[src/rtl/instr_fetch_if.sv]
// Instruction-memory read channel between the fetch stage and instruction memory.
//   imem_req   : fetch stage is requesting the word at imem_addr
//   imem_addr  : byte address of the requested word (always the current pc)
//   imem_ack   : memory returns imem_rdata this cycle (meaningful only while imem_req=1)
//   imem_rdata : instruction word returned with imem_ack
// master = fetch stage, slave = memory.
interface instr_fetch_if;
  logic        imem_req;
  logic [31:0] imem_addr;
  logic        imem_ack;
  logic [31:0] imem_rdata;

  modport master (output imem_req, imem_addr, input  imem_ack, imem_rdata);
  modport slave  (input  imem_req, imem_addr, output imem_ack, imem_rdata);
endinterface

[src/rtl/instr_fetch.sv]
// Instruction fetch stage with IF/ID register and a one-entry skid buffer.
// Ports:
//   clk, reset      : rising-edge clock, synchronous active-high reset
//   imem            : instruction-memory read channel (master side)
//   stall           : downstream cannot take a new instruction this cycle
//   branch_taken    : redirect from execute, branch_target is the new pc
//   id_valid/instr/pc : IF/ID register contents
//   opcode, funct   : combinational decode slices of id_instr
module instr_fetch #(
  parameter logic [31:0] RESET_PC = 32'h0000_0000,
  parameter int unsigned PC_STEP  = 4
) (
  input  logic                clk,
  input  logic                reset,
  instr_fetch_if.master       imem,
  input  logic                stall,
  input  logic                branch_taken,
  input  logic [31:0]         branch_target,
  output logic                id_valid,
  output logic [31:0]         id_instr,
  output logic [31:0]         id_pc,
  output logic [3:0]          opcode,
  output logic [2:0]          funct
);

  typedef enum logic [1:0] {IDLE, FETCH, HOLD} state_t;

  state_t      r_state,     w_state_nxt;
  logic [31:0] r_pc,        w_pc_nxt;
  logic        r_id_valid,  w_id_valid_nxt;
  logic [31:0] r_id_instr,  w_id_instr_nxt;
  logic [31:0] r_id_pc,     w_id_pc_nxt;
  logic [31:0] r_skid_instr, w_skid_instr_nxt;
  logic [31:0] r_skid_pc,    w_skid_pc_nxt;

  assign imem.imem_req  = (r_state == FETCH);
  assign imem.imem_addr = r_pc;

  assign id_valid = r_id_valid;
  assign id_instr = r_id_instr;
  assign id_pc    = r_id_pc;
  assign opcode   = r_id_instr[31:28];
  assign funct    = r_id_instr[2:0];

  always_comb begin
    w_state_nxt      = r_state;
    w_pc_nxt         = r_pc;
    w_id_valid_nxt   = r_id_valid;
    w_id_instr_nxt   = r_id_instr;
    w_id_pc_nxt      = r_id_pc;
    w_skid_instr_nxt = r_skid_instr;
    w_skid_pc_nxt    = r_skid_pc;

    if (branch_taken) begin
      // Redirect wins over stall; any ack this cycle and the skid entry are dropped.
      // Leaving HOLD is what empties the skid buffer.
      w_state_nxt    = FETCH;
      w_pc_nxt       = {branch_target[31:2], 2'b00};
      w_id_valid_nxt = 1'b0;
      w_id_instr_nxt = '0;
    end else begin
      case (r_state)
        IDLE: w_state_nxt = FETCH;
        FETCH: begin
          if (imem.imem_ack) begin
            // Accepted word always advances pc (mod 2^32 via natural wrap).
            w_pc_nxt = r_pc + 32'(PC_STEP);
            if (stall) begin
              w_skid_instr_nxt = imem.imem_rdata;
              w_skid_pc_nxt    = r_pc;
              w_state_nxt      = HOLD;
            end else begin
              w_id_instr_nxt = imem.imem_rdata;
              w_id_pc_nxt    = r_pc;
              w_id_valid_nxt = 1'b1;
            end
          end else if (!stall) begin
            w_id_valid_nxt = 1'b0;
          end
        end
        HOLD: begin
          if (!stall) begin
            w_id_instr_nxt = r_skid_instr;
            w_id_pc_nxt    = r_skid_pc;
            w_id_valid_nxt = 1'b1;
            w_state_nxt    = FETCH;
          end
        end
        default: w_state_nxt = IDLE;
      endcase
    end
  end

  always_ff @(posedge clk) begin
    if (reset) begin
      r_state      <= IDLE;
      r_pc         <= RESET_PC;
      r_id_valid   <= 1'b0;
      r_id_instr   <= '0;
      r_id_pc      <= '0;
      r_skid_instr <= '0;
      r_skid_pc    <= '0;
    end else begin
      r_state      <= w_state_nxt;
      r_pc         <= w_pc_nxt;
      r_id_valid   <= w_id_valid_nxt;
      r_id_instr   <= w_id_instr_nxt;
      r_id_pc      <= w_id_pc_nxt;
      r_skid_instr <= w_skid_instr_nxt;
      r_skid_pc    <= w_skid_pc_nxt;
    end
  end

endmodule

[src/flat_wrapper.sv]
// flat-port wrapper written by rule: the top's interface ports become plain ports
module instr_fetch_flat 
#(
  parameter logic [31:0] RESET_PC = 32'h0000_0000,
  parameter int unsigned PC_STEP  = 4
)
  (clk, reset, stall, branch_taken, branch_target, id_valid, id_instr, id_pc, opcode, funct, imem_imem_req, imem_imem_addr, imem_imem_ack, imem_imem_rdata);
  instr_fetch_if imem_i ();
  input  logic clk;
  input  logic reset;
  input  logic stall;
  input  logic branch_taken;
  input  logic [31:0] branch_target;
  output logic id_valid;
  output logic [31:0] id_instr;
  output logic [31:0] id_pc;
  output logic [3:0] opcode;
  output logic [2:0] funct;
  output wire logic [$bits(imem_i.imem_req)-1:0] imem_imem_req;
  output wire logic [$bits(imem_i.imem_addr)-1:0] imem_imem_addr;
  input wire logic [$bits(imem_i.imem_ack)-1:0] imem_imem_ack;
  input wire logic [$bits(imem_i.imem_rdata)-1:0] imem_imem_rdata;
  assign imem_imem_req = imem_i.imem_req;
  assign imem_imem_addr = imem_i.imem_addr;
  assign imem_i.imem_ack = imem_imem_ack;
  assign imem_i.imem_rdata = imem_imem_rdata;
  instr_fetch #(.RESET_PC(RESET_PC), .PC_STEP(PC_STEP)) u_core (.clk(clk), .reset(reset), .imem(imem_i), .stall(stall), .branch_taken(branch_taken), .branch_target(branch_target), .id_valid(id_valid), .id_instr(id_instr), .id_pc(id_pc), .opcode(opcode), .funct(funct));
endmodule
[config.mk]
export PLATFORM = sky130hd
export DESIGN_NAME = instr_fetch_flat
export DESIGN_NICKNAME = d
export VERILOG_FILES = /design/src/rtl/instr_fetch_if.sv /design/src/rtl/instr_fetch.sv /design/src/flat_wrapper.sv
export SDC_FILE = /design/constraint.sdc
export NUM_CORES = 1
export LEC_CHECK = 0
export ABC_AREA = 1
export BUFFER_PORTS_ARGS = -buffer_cell sky130_fd_sc_hd__buf_2
export CORE_MARGIN = 5
export CORE_UTILIZATION = 53
export CTS_BUF_LIST = sky130_fd_sc_hd__clkbuf_16
export CTS_CLUSTER_SIZE = 25
export DETAILED_ROUTE_END_ITERATION = 8
export HOLD_SLACK_MARGIN = 0.06
export PLACE_DENSITY = 0.79
export REMOVE_ABC_BUFFERS = 1
export SLEW_MARGIN = 20
export SYNTH_ARGS = -nofsm -noshare
export SYNTH_HDL_FRONTEND = slang
export SYNTH_SLANG_ARGS = --single-unit
[constraint.sdc]
create_clock -name clk -period 1.79 [get_ports clk]
set_clock_uncertainty 0.05 [all_clocks]
set_input_delay 0.0895 -clock clk [delete_from_list [all_inputs] [get_ports clk]]
set_output_delay 0.0895 -clock clk [all_outputs]
set_load 0.005 [all_outputs]
# Yosys cells after proc, flatten, opt, wreduce, memory -nomap -nowiden
# Index checks and enable logic that the tools add are counted.
[totals]
regBits = 163
in_bits = 69
elab_cells = 54
[classes]
add_sub_neg = 1
n_eq_ne = 10
mux = 20
bitwise_logic = 1
n_reduce_logical = 13
[op_table]
columns = ["op", "count"]
rows = [
  ["32-bit two-way mux", 9],
  ["32-bit one-hot mux with 2 select lines", 2],
  ["32-bit by 3-bit adder with 32-bit output (second input constant)", 1],
  ["4-bit AND reduction", 2],
  ["2-bit two-way mux", 3],
  ["2-bit inequality test (second input constant)", 3],
  ["3-bit by 2-bit inequality test with 1-bit output (second input constant)", 2],
  ["3-bit inequality test (second input constant)", 2],
  ["2-bit one-hot mux with 3 select lines", 1],
  ["2-bit AND reduction", 3],
  ["3-bit AND reduction", 2],
  ["2-bit nonzero test", 3],
  ["5-bit AND reduction", 1],
  ["1-bit two-way mux", 4],
  ["2-bit by 1-bit == test with 1-bit output (second input constant)", 1],
  ["2-bit == test (second input constant)", 1],
  ["2-bit zero test", 1],
  ["2-bit by 1-bit inequality test with 1-bit output (second input constant)", 1],
  ["1-bit one-hot mux with 2 select lines", 1],
  ["2-bit OR reduction", 1],
  ["1-bit inverter", 1],
]

# Logic depth before layout (Yosys ltp)
[depth]
word_depth = 4
depth_mapped = 10

# Least setup slack after synthesis
# Ideal clock, no wire load.
[synth_timing]
kind = "reg2reg"
from = "register u_core.r_state[1]"
to = "register u_core.r_id_pc[11], in the netlist u_core.id_pc[11]"
arrival_time_ns = 1.465
setup_slack_ns = 0.138
stages_incl_launch_ff = 10
path_buffers = 1
period_less_slack_ns = 1.652
path_cell_list = "dfxtp_1 inv_1 ha_1 nand2_1 nand2_1 nor2_2 nand2_1 inv_2 clkbuf_1 a31oi_1"
[synth_via]
elab_chain_len = 3
elab_cells_between_ends = 8
classes_between = "5 x eq/ne; 1 x mux; 2 x reduce/logical"
[synth_lines]
columns = ["element", "line", "text"]
rows = [
  ["start, declared", "instr_fetch.sv:28", "state_t r_state, w_state_nxt;"],
  ["start signal, assigned", "instr_fetch.sv:104", "r_state <= w_state_nxt;"],
  ["2-bit by 1-bit == test with 1-bit output *", "-", ""],
  ["net imem_imem_req", "flat_wrapper.sv:19", "output wire logic [$bits(imem_i.imem_req)-1:0] imem_imem_req;"],
  ["2-bit by 1-bit inequality test with 1-bit output (no line), or another cell as far along", "-", ""],
  ["5-bit AND reduction (no line)", "-", ""],
  ["end signal, assigned", "instr_fetch.sv:108", "r_id_pc <= w_id_pc_nxt;"],
  ["end, declared", "instr_fetch.sv:32", "logic [31:0] r_id_pc, w_id_pc_nxt;"],
]
# The timed path passes the listed nets; every way through them passes the cells marked *.
# A chain may end at the register's enable or synchronous reset.

# Worst setup path after layout
[layout_timing]
from = "register u_core.r_state[1]"
to = "register u_core.r_id_pc[2], in the netlist u_core.id_pc[2]"
[layout_via]
elab_chain_len = 3
elab_cells_between_ends = 8
classes_between = "5 x eq/ne; 1 x mux; 2 x reduce/logical"
[layout_lines]
columns = ["element", "line", "text"]
rows = [
  ["2-bit by 1-bit == test with 1-bit output / 2-bit == test (equally long branches)", "instr_fetch.sv:62", "case (r_state)"],
  ["2-bit by 1-bit inequality test with 1-bit output (no line), or another cell as far along", "-", ""],
  ["5-bit AND reduction (no line)", "-", ""],
]
# Several ways; a longest one is shown, not always the timed one.

==> run metrics <==
Crit-path slowest cell dfxtp_1; clock-pin slew on the worst setup and hold paths 0.06 ns; Antenna Violating Nets Remaining 0; Worst Path Required 2.05 ns; status finished clean; Post-Synthesis Cells 984; most common cell after layout, fill and taps aside nand2_1; synth unique cells 32; TritonCTS Buffers 17; Pins Over Slew Limit 0; critical path arrival 2.03 ns; CORE AREA 13100 µm²; Die X 125 µm; Nets 1286; Final TNS setup 0 ns; Final WS setup 0.0120 ns; FF-to-FF setup slack 0.01 ns; initial antenna violation count 0; htree depth 4; first drt pass iteration count 5; vias per cell 5.52; worst skew pair latency 0.43 ns; Fin. Hold Viols 0; Yosys Warn Count 0; number of global-route vias before repair 7144; site row count 42; DR WL/cell 16.1 µm; DRC violations left 0; Max Clock Freq 0.562 GHz; CTS tree yes; clock sink count 157; Tcrit/Tclk final 99.3%; Syn Area/Cell 7.14 µm²; clock period minus worst slack 1.78 ns; die area 15700 µm²; PortBufs 167; Area Overhead vs Synth 37.0%; worst hold slack 0.415 ns; Initial Util 53.5%; R2R cell count 10; fin util 73.3%; CTS Buffer Depth 2; commonest cells after routing, fill and taps aside nand2_1 (238), buf_2 (167), dfxtp_1 (156); CP bufs+invs 4; antenna fix cells 0; Max-Cap Viols 0; PD cells 912 nW/µm²; Mapped Area 7030 µm²; FF+latch count, synth 157; layout cells sized above 1 22.9%; global-route wire length before repair 34700 µm; critical path, cell by cell inv_2, ha_4, inv_1, o21ai_2, nor2_4, nand2_4, clkinv_8, clkbuf_16, o21ai_1, a31oi_2; Hold Path Stages 2; Non-Filler Instances 1401; pre-CTS setup slack -0.0147 ns; Die Y 125 µm; kind of cell adding the most delay to the critical path buffers and inverters; gr usage total 26.8%; Hold EP u_core.id_instr[12]; Worst IR Drop VDD 0.512 mV; WS Path Type reg -> reg; GR Overflow Total 0; RD Place Congestion 0.914; HP Start u_core.r_skid_instr[12]; Post-Route WL 22600 µm; r2r startpoint u_core.r_state[1]; CP Launch Type register; initial DRC count 810; detailed placement HPWL 13300 µm; largest net degree at the start of global routing 65; CP max stage delay 0.33 ns; Worst Path Max Fanout 8; RR Endpoint u_core.id_pc[2]; Leakage 0.00413 µW; fillcell total 1015; IO Count 174; CTS root buffer clkbuf_16; Seq/Total Area, Yosys 44.7%; final setup fails 0; Inst Count DP 1292; HP Class reg -> reg; via count 7734; Crit. End Element register
## area by class of cell
cell class / count / area [µm²] / area share, %
tap: 176 / 220 / 2.29
clock buffer: 17 / 425 / 4.42
sequential: 157 / 3150 / 32.7
inverter: 61 / 243 / 2.52
timing repair buffer: 278 / 2050 / 21.3
clock inverter: 15 / 156 / 1.62
multi-input combinational: 697 / 3380 / 35.1
## where the power goes
group | leakage [µW] | switching, µW | internal, µW | total [µW]
Combinational | 0.00256 | 728 | 619 | 1350
Clock | 0.000296 | 1420 | 2160 | 3590
Sequential | 0.00128 | 148 | 3700 | 3850
Total | 0.00413 | 2300 | 6480 | 8780
## flip-flops by register name, indices dropped and copies added (netlist names)
name                   flops
u_core.r_skid_instr       32
u_core.r_state             2
u_core.r_skid_pc          30
u_core.id_valid            1
u_core.id_pc              30
u_core.id_instr           32
u_core.imem.imem_addr     30
## layer usage
layer,share of wire [%],GRT usage (%),vias to the layer above
li1,-,-,3716
met4,3.4,12.4,0
met3,8.3,6.44,81
met1,41,33.1,3556
met5,0,0,-
met2,47,44.4,381
## logic make-up after synthesis
group / after synthesis / synth area share (%)
AO/OA/AOI/OAI: 267 / 20.5
other: 1 / 0.0534
flip-flops: 157 / 44.7
XOR/XNOR: 7 / 0.873
adder cells (fa/ha/maj): 5 / 0.890
buffers and inverters: 133 / 8.53
AND/OR/NAND/NOR: 414 / 24.4
## how the worst max path moves through the flow
stage	startpoint	end	cells past startpoint
floorplan	u_core.r_state[0]	u_core.id_pc[10]	9
global placement	u_core.r_state[0]	u_core.imem.imem_addr[18]	6
detailed placement	u_core.r_state[0]	u_core.id_pc[11]	9
CTS	u_core.r_state[0]	u_core.id_pc[11]	9
global route	u_core.r_state[1]	u_core.id_pc[24]	10
finish	u_core.r_state[1]	u_core.id_pc[2]	10
## cell usage after synthesis
cell type,n,area [µm²]
nand2_1,240,901
dfxtp_1,157,3140
o21ai_0,127,636
nor2_1,106,398
a31oi_1,72,450
inv_1,55,206
a21oi_1,48,240
nand3_1,39,195
clkbuf_1,35,131
buf_2,18,90.1
buf_4,16,120
o21ai_1,15,75.1
xor2_1,7,61.3
nand4_1,6,37.5
nor2_2,6,37.5
ha_1,5,62.6
inv_2,4,15.0
nor2_4,4,45.0
nor3_1,4,20.0
nand2_2,3,18.8
a311oi_1,2,17.5
and2_1,2,12.5
buf_6,2,22.5
nand2_4,2,22.5
o211ai_1,2,15.0
clkbuf_2,1,5.00
clkinv_1,1,3.75
clkinv_2,1,5.00
conb_1,1,3.75
nor2_8,1,20.0
o21ai_2,1,8.76
or2_2,1,6.26
## what timing repair did
item	4_1_cts	5_1_grt
endpoints found under the hold margin	98	0
buffers inserted	1	4
resized for setup	5	31
pin swaps	0	3
hold buffers	66	0
gates cloned	1	6
setup endpoints to repair	20	59
## worst reg2reg max path, delay by kind of cell (launching register included)
family	cells	cell delay (ns)
buffers and inverters	4	0.47
AO/OA/AOI/OAI	3	0.44
flip-flops	1	0.33
adder cells (fa/ha/maj)	1	0.19
AND/OR/NAND/NOR	2	0.18
## per-stage QoR
| stage | area [µm²] | power, µW |
|---|---|---|
| final | 9630 | 8780 |
| after global routing | 9630 | 9100 |
| after CTS | 9380 | 8650 |
| after detailed placement | 8080 | 4960 |
| after global placement | 8080 | 4930 |
| after floorplan | 6670 | 4410 |
Power figures use the tool's default switching activity.
